**config.mk**
```make
export PLATFORM = sky130hd
export DESIGN_NAME = row_fifo
export DESIGN_NICKNAME = d
export VERILOG_FILES = /design/src/rtl/row_fifo.sv
export SDC_FILE = /design/constraint.sdc
export NUM_CORES = 1
export LEC_CHECK = 0
export CORE_AREA = 3 3 149 151
export CTS_BUF_LIST = sky130_fd_sc_hd__clkbuf_8
export DETAILED_ROUTE_END_ITERATION = 12
export DIE_AREA = 0 0 152 154
export GPL_ROUTABILITY_DRIVEN = 0
export GPL_TIMING_DRIVEN = 0
export PLACE_DENSITY_LB_ADDON = 0.1
export SLEW_MARGIN = 20
export SYNTH_ARGS = -nofsm -noshare
export SYNTH_HDL_FRONTEND = slang
export SYNTH_SLANG_ARGS = --single-unit
export TNS_END_PERCENT = 10
```
**constraint.sdc**
```tcl
create_clock -name clk -period 4.7 [get_ports clk]
set_input_delay 0.94 -clock clk [delete_from_list [all_inputs] [get_ports clk]]
set_output_delay 0.94 -clock clk [all_outputs]
set_load 0.01 [all_outputs]
```
**src/rtl/row_fifo.sv**
```systemverilog
// row_fifo: first-word-fall-through row buffer built on a register array.
// Rows are written on in_valid && in_ready and popped on out_valid && out_ready.
// in_ready and out_valid come only from registered state, never from in_valid
// or out_ready, so the FIFO breaks the handshake timing path in both directions.
// Optional feature: define ROW_FIFO_HIGH_WATER_EN to add the 'peak' output.
// 'peak' tracks the highest occupancy seen since the last rst or flush.
// DEPTH must be a power of two, 2 or more, so that the pointers wrap for free.
module row_fifo #(
   parameter int WIDTH = 25,
   parameter int DEPTH = 8,
   parameter int CW    = $clog2(DEPTH) + 1
) (
   input  logic             clk,
   input  logic             rst,
   input  logic             flush,
   input  logic [WIDTH-1:0] in_data,
   input  logic             in_valid,
   output logic             in_ready,
   output logic [WIDTH-1:0] out_data,
   output logic             out_valid,
   input  logic             out_ready,
   output logic [CW-1:0]    count,
   output logic             full,
   output logic             empty
`ifdef ROW_FIFO_HIGH_WATER_EN
   ,
   output logic [CW-1:0]    peak
`endif
);

   localparam int AW = $clog2(DEPTH);

   logic [WIDTH-1:0] mem_q [DEPTH];
   logic [WIDTH-1:0] mem_d [DEPTH];
   logic [AW-1:0]    wr_ptr_q, wr_ptr_d;
   logic [AW-1:0]    rd_ptr_q, rd_ptr_d;
   logic [CW-1:0]    count_q, count_d;
   logic             push;
   logic             pop;

   // Status flags and handshakes are decoded purely from the registered count.
   always_comb begin
      full      = (count_q == CW'(DEPTH));
      empty     = (count_q == '0);
      in_ready  = !full;
      out_valid = !empty;
      out_data  = mem_q[rd_ptr_q];
      count     = count_q;
      push      = in_valid && in_ready && !flush;
      pop       = out_valid && out_ready && !flush;
   end

   // Pointer and occupancy next-state; flush wins over any push or pop.
   always_comb begin
      wr_ptr_d = wr_ptr_q;
      rd_ptr_d = rd_ptr_q;
      count_d  = count_q;
      if (push) begin
         wr_ptr_d = wr_ptr_q + AW'(1);
      end
      if (pop) begin
         rd_ptr_d = rd_ptr_q + AW'(1);
      end
      case ({push, pop})
         2'b10:   count_d = count_q + CW'(1);
         2'b01:   count_d = count_q - CW'(1);
         default: count_d = count_q;
      endcase
      if (flush) begin
         wr_ptr_d = '0;
         rd_ptr_d = '0;
         count_d  = '0;
      end
   end

   // Row storage next-state: only the slot under the write pointer changes, and only on a push.
   always_comb begin
      mem_d = mem_q;
      if (push && !rst) begin
         mem_d[wr_ptr_q] = in_data;
      end
   end

   // Control registers with synchronous reset that overrides flush, push and pop.
   always_ff @(posedge clk) begin
      if (rst) begin
         wr_ptr_q <= '0;
         rd_ptr_q <= '0;
         count_q  <= '0;
      end else begin
         wr_ptr_q <= wr_ptr_d;
         rd_ptr_q <= rd_ptr_d;
         count_q  <= count_d;
      end
   end

   // Row storage has no reset; stale rows are unreachable once the pointers are cleared.
   always_ff @(posedge clk) begin
      mem_q <= mem_d;
   end

`ifdef ROW_FIFO_HIGH_WATER_EN
   logic [CW-1:0] peak_q, peak_d;

   // High-water mark follows the count one edge later and is cleared by flush.
   always_comb begin
      peak_d = peak_q;
      if (count_q > peak_q) begin
         peak_d = count_q;
      end
      if (flush) begin
         peak_d = '0;
      end
   end

   // High-water register, cleared by reset.
   always_ff @(posedge clk) begin
      if (rst) begin
         peak_q <= '0;
      end else begin
         peak_q <= peak_d;
      end
   end

   assign peak = peak_q;
`endif

endmodule

```
# After elaboration in Yosys (flattened, before gate mapping)
# Index checks and enable logic that the tools add are counted.
# Widths: inputs -> output; s select.
dict set report word_totals {
  register_bits 210
  latch_bits 0
  mem_bits_rw 0
  mem_bits_ro 0
  input_bits 30
  output_inout_bits 33
  n_memories 0
}
dict set report classes {
  n_addsub 4
  mul 0
  n_div 0
  n_lt_le_gt_ge 3
  eq_ne 3
  n_shift 0
  n_mux 7
  n_bitwise 2
  reduce_logical 13
}
# op count
set ops {}
lappend ops {{$bwmux 200} 1}
lappend ops {{$bmux 25 s3} 1}
lappend ops {{$demux 25 s3} 1}
lappend ops {{$mux 25} 3}
lappend ops {{$ge 4x4->1 const B} 2}
lappend ops {{$not 3->4} 2}
lappend ops {{$pmux 4 s2} 1}
lappend ops {{$add 3x1->3 const B} 2}
lappend ops {{$logic_and 1x1->1} 6}
lappend ops {{$add 4x1->4 const B} 1}
lappend ops {{$eq 4x4->1 const B} 1}
lappend ops {{$logic_not 1->1} 4}
lappend ops {{$logic_not 4->1} 1}
lappend ops {{$lt 4x1->1 const B} 1}
lappend ops {{$sub 4x1->4 const B} 1}
lappend ops {{$eq 2x1->1 const B} 1}
lappend ops {{$eq 2x2->1 const B} 1}
lappend ops {{$reduce_bool 2->1} 1}
lappend ops {{$reduce_or 2->1} 1}

# Longest topological paths before layout
dict set report depth {
  word_depth 6
  ltp_mapped 10
}

# Least setup slack after synthesis
# Ideal clock, no wire load.
dict set report synth_timing {
  path_type {input to register}
  startpoint {input port flush}
  endpoint {register mem_q[100] (netlist name) (enable)}
  setup_ns 0.438
  t_arrival_ns 3.141
  path_slack_ns 1.121
  stages 4
  cell_sequence {and2b_2 and2_4 clkinv_4 nor3_1}
}
dict set report synth_via {
  elab_chain_len 3
}
# item line_no
set synth_rtl {}
lappend synth_rtl {{start: declaration} 15} ;# input logic flush,
lappend synth_rtl {{$logic_not 1->1} 49} ;# push = in_valid && in_ready && !flush;
lappend synth_rtl {{$logic_and 1x1->1} 49}
lappend synth_rtl {{$logic_and 1x1->1} 79} ;# if (push && !rst) begin
lappend synth_rtl {{end signal: assignment} 99} ;# mem_q <= mem_d;
lappend synth_rtl {{end: declaration} 33} ;# logic [WIDTH-1:0] mem_q [DEPTH];
# No other way between the ends.
# A chain may end at the register's enable or synchronous reset.

# Final worst setup path
dict set report layout_timing {
  startpoint {register rd_ptr_q[1]}
  endpoint {output port out_data[13]}
}
dict set report layout_via {
  elab_chain_len 4
}
# item line_no
set layout_rtl {}
lappend layout_rtl {{start: declaration} 36} ;# logic [AW-1:0] rd_ptr_q, rd_ptr_d;
lappend layout_rtl {{start signal: assignment} 92} ;# rd_ptr_q <= rd_ptr_d;
lappend layout_rtl {{$not 3->4 (not written as such)} 47} ;# out_data = mem_q[rd_ptr_q];
lappend layout_rtl {{$bmux 25 s3} 47}
lappend layout_rtl {{$mux 25 (not written as such) (2 in a row)} 47}
lappend layout_rtl {{end: declaration} 19} ;# output logic [WIDTH-1:0] out_data,
# No other way between the ends. The select of a mux whose other input is x is not followed.

==> flow_summary.json <==
{
  "gr-total-overflow": 0,
  "grt_pass1_vias": 4344,
  "pre_cts_ws_ps": 1300,
  "regArea_sq_mm": 0.00621,
  "grt_start_max_net_pins": 14,
  "antenna_left": 0,
  "grt_pass1_wl_um": 25700,
  "whs_path_depth": 2,
  "die_x_um": 152,
  "p_sw_uw": 749,
  "finalCritPeriodShare_pct": 82.8,
  "core_area_sq_mm": 0.0210,
  "fmax_mhz": 257,
  "num_io_pins": 63,
  "cts_tree": "done",
  "skew_ps": 23.3,
  "io_buffers": 62,
  "setup_viol": 0,
  "hold_viol_final": 0,
  "p_seq_share_pct": 55.6,
  "die_h_um": 154,
  "final_cell_mix": "edfxtp_1, clkdlybuf4s50_1, mux4_1",
  "synthesis.nets": 404,
  "dieArea_sq_mm": 0.0234,
  "slew_viol_final": 0,
  "ys_seq_area_share_pct": 74.8,
  "critPathMaxFanout": 10,
  "drt-pass1-iter-count": 4,
  "postCtsResizedCells": 0,
  "vdd_drop_max_v": 0.000197,
  "cts_post_setup_buffers_inserted": 0,
  "diodes": 0,
  "fillers": 1754,
  "synth_top_area_share_pct": 72.3,
  "placed_area_sq_mm": 0.00954,
  "min_from": "count[3]$_SDFFE_PP0P_",
  "cp-end-kind": "output port",
  "slew_headroom_pct": 43.0,
  "p_int_uw": 2960,
  "r2r_cells": 8,
  "cts_buffers": 37,
  "wl_per_cell_um": 21.1,
  "grt_antenna_before_repair": 1,
  "hpwl_um": 10800,
  "drive_gt1_share_pct": 23.5,
  "swShare_pct": 20.2,
  "drt_iter0_markers": 201,
  "viasPerCell": 5.06,
  "hold_class": "flop to flop",
  "postLayoutCellArea_sq_mm": 0.0102,
  "fin_ws_ps": 810,
  "syn-instance-count": 368,
  "path_clk_slew_ps": 60,
  "drc": 0,
  "cts_max_level": 2,
  "yosysTopAreaCell": "edfxtp_1",
  "p_per_area_mw_per_mm2": 362,
  "clock_sinks": 210,
  "rows": 53,
  "clkPwrFrac_pct": 41.4,
  "fin_crit_ps": 3890,
  "avgSynthCellArea_sq_um": 22.6,
  "multi_input_area_sq_mm": 0.00200,
  "start_util_pct": 39.6,
  "synth.cell_area_sq_mm": 0.00830,
  "power.leakage_uw": 0.00333,
  "fin_nets": 521,
  "layout_commonest_cell": "edfxtp_1",
  "holdPathEnd": "count[3]$_SDFFE_PP0P_",
  "insertion_delay_ps": 520,
  "cp.arrival_ps": 2950,
  "worstReg2RegEnd": "count[3]$_SDFFE_PP0P_",
  "clockBufferDepth": 3,
  "yosysWarnings": 0,
  "area_growth_pct": 23.2,
  "rsz0062_at_grt": "false",
  "cts_hold_buf": 0,
  "pwr-share-comb_pct": 2.9,
  "synth_cell_type_count": 35,
  "cts_root_buffer": "clkbuf_8",
  "grtUsageTotal_pct": 14.5,
  "max-cap-violations": 0,
  "tightestPinTransition_ps": 854,
  "crit_required_ps": 3760,
  "worst-setup-path-type": "flop to output port",
  "routed_wl_um": 16700,
  "r2r_start": "count[0]$_SDFFE_PP0P_",
  "synth_area_leaders": "edfxtp_1, mux4_1, mux2_2, mux4_2, dfxtp_1",
  "status": "complete, no violations",
  "reg2reg_slack_ps": 2240,
  "start_kind": "flop",
  "synth-seq-cells": 210,
  "vias": 3989
}
metrics by stage:
step	cells	power, uW	util [%]	TNS, ps	hold WS [ps]
3_5_place_dp	721	2210	45.5	0	505
4_1_cts	789	3780	48.8	0	510
5_1_grt	789	3870	48.8	0	545
2_1_floorplan	368	2140	-	0	486
6_report	789	3710	48.8	0	505
3_3_place_gp	705	2200	44.2	-127430	498
final cells by class:
| type | instances | share of cell area, % |
|---|---|---|
| Multi-Input combinational cell | 135 | 19.6 |
| Tap cell | 275 | 3.36 |
| Clock inverter | 28 | 1.41 |
| Timing Repair Buffer | 78 | 8.21 |
| Clock buffer | 40 | 5.38 |
| Buffer | 17 | 1.11 |
| Inverter | 6 | 0.269 |
| Sequential cell | 210 | 60.7 |
Yosys cell counts:
library cell	count
mux4_1	41
or2_2	1
nor3b_1	1
edfxtp_1	200
or4b_4	1
dfxtp_1	10
and2b_2	1
clkbuf_1	8
clkinv_4	1
buf_2	1
nand2_1	6
xor2_1	3
and2_4	1
mux4_2	9
xnor2_1	3
and4b_1	1
inv_1	5
mux2i_1	1
nor3_1	4
nand3b_1	1
o21ai_0	1
buf_6	6
a211oi_1	1
buf_1	1
and4bb_2	1
nor2_1	18
ha_1	5
buf_4	1
mux2_2	25
a21oi_1	4
or3_1	1
nor4_1	1
fa_1	1
nand3_1	2
o31ai_1	1
routing by layer:
metal | global-route usage [%] | up-vias | share of wire, %
met4 | 4.97 | 2 | 1.8
met5 | 0 | - | 0.072
met3 | 3.52 | 24 | 4.4
li1 | - | 1799 | -
met1 | 18.6 | 2078 | 44
met2 | 24.5 | 86 | 50
logic make-up (layout without fill, tap and decap cells):
family                     after synthesis  in the layout  share of synthesized area, %
xor gates and xnor gates                 6              6                         0.633
adders and majority gates                6              6                         0.995
buffers and inverters                   23            169                          1.70
DFF                                    210            210                          74.8
AOI/OAI and AO/OA                        7              7                         0.482
and+or+nand+nor                         40             40                          2.50
muxes                                   76             76                          18.9
registers in the layout, indices dropped and copies added (netlist names):
register and count:
mem_q 200, count 4, rd_ptr_q 3, wr_ptr_q 3
worst max-delay path, stage by stage (launching register included):
cell and delay, ps:
dfxtp_1 330, clkbuf_1 260, clkbuf_1 660, mux4_1 400
mux2_2 310, clkdlybuf4s50_1 490
worst max-delay path by stage:
stage,cells past startpoint,endpoint,startpoint,slack [ps]
6_report,5,out_data[13],rd_ptr_q[1]$_SDFFE_PP0N_,810
3_5_place_dp,5,out_data[13],rd_ptr_q[1]$_SDFFE_PP0N_,1300
5_1_grt,5,out_data[13],rd_ptr_q[1]$_SDFFE_PP0N_,650
2_1_floorplan,4,mem_q[100]$_DFFE_PP_,flush,1120
3_3_place_gp,5,mem_q[188]$_DFFE_PP_,flush,-1290
4_1_cts,5,out_data[13],rd_ptr_q[1]$_SDFFE_PP0N_,730
power by group through the flow:
stage | clock network (uW) | logic (uW) | registers, uW
floorplan | 0 | 37.2 | 2100
global placement | 0 | 104 | 2100
detailed placement | 0 | 111 | 2100
CTS | 1600 | 111 | 2060
global route | 1700 | 119 | 2060
finish | 1540 | 109 | 2060
Note: power is estimated with default switching activity, not from simulation.
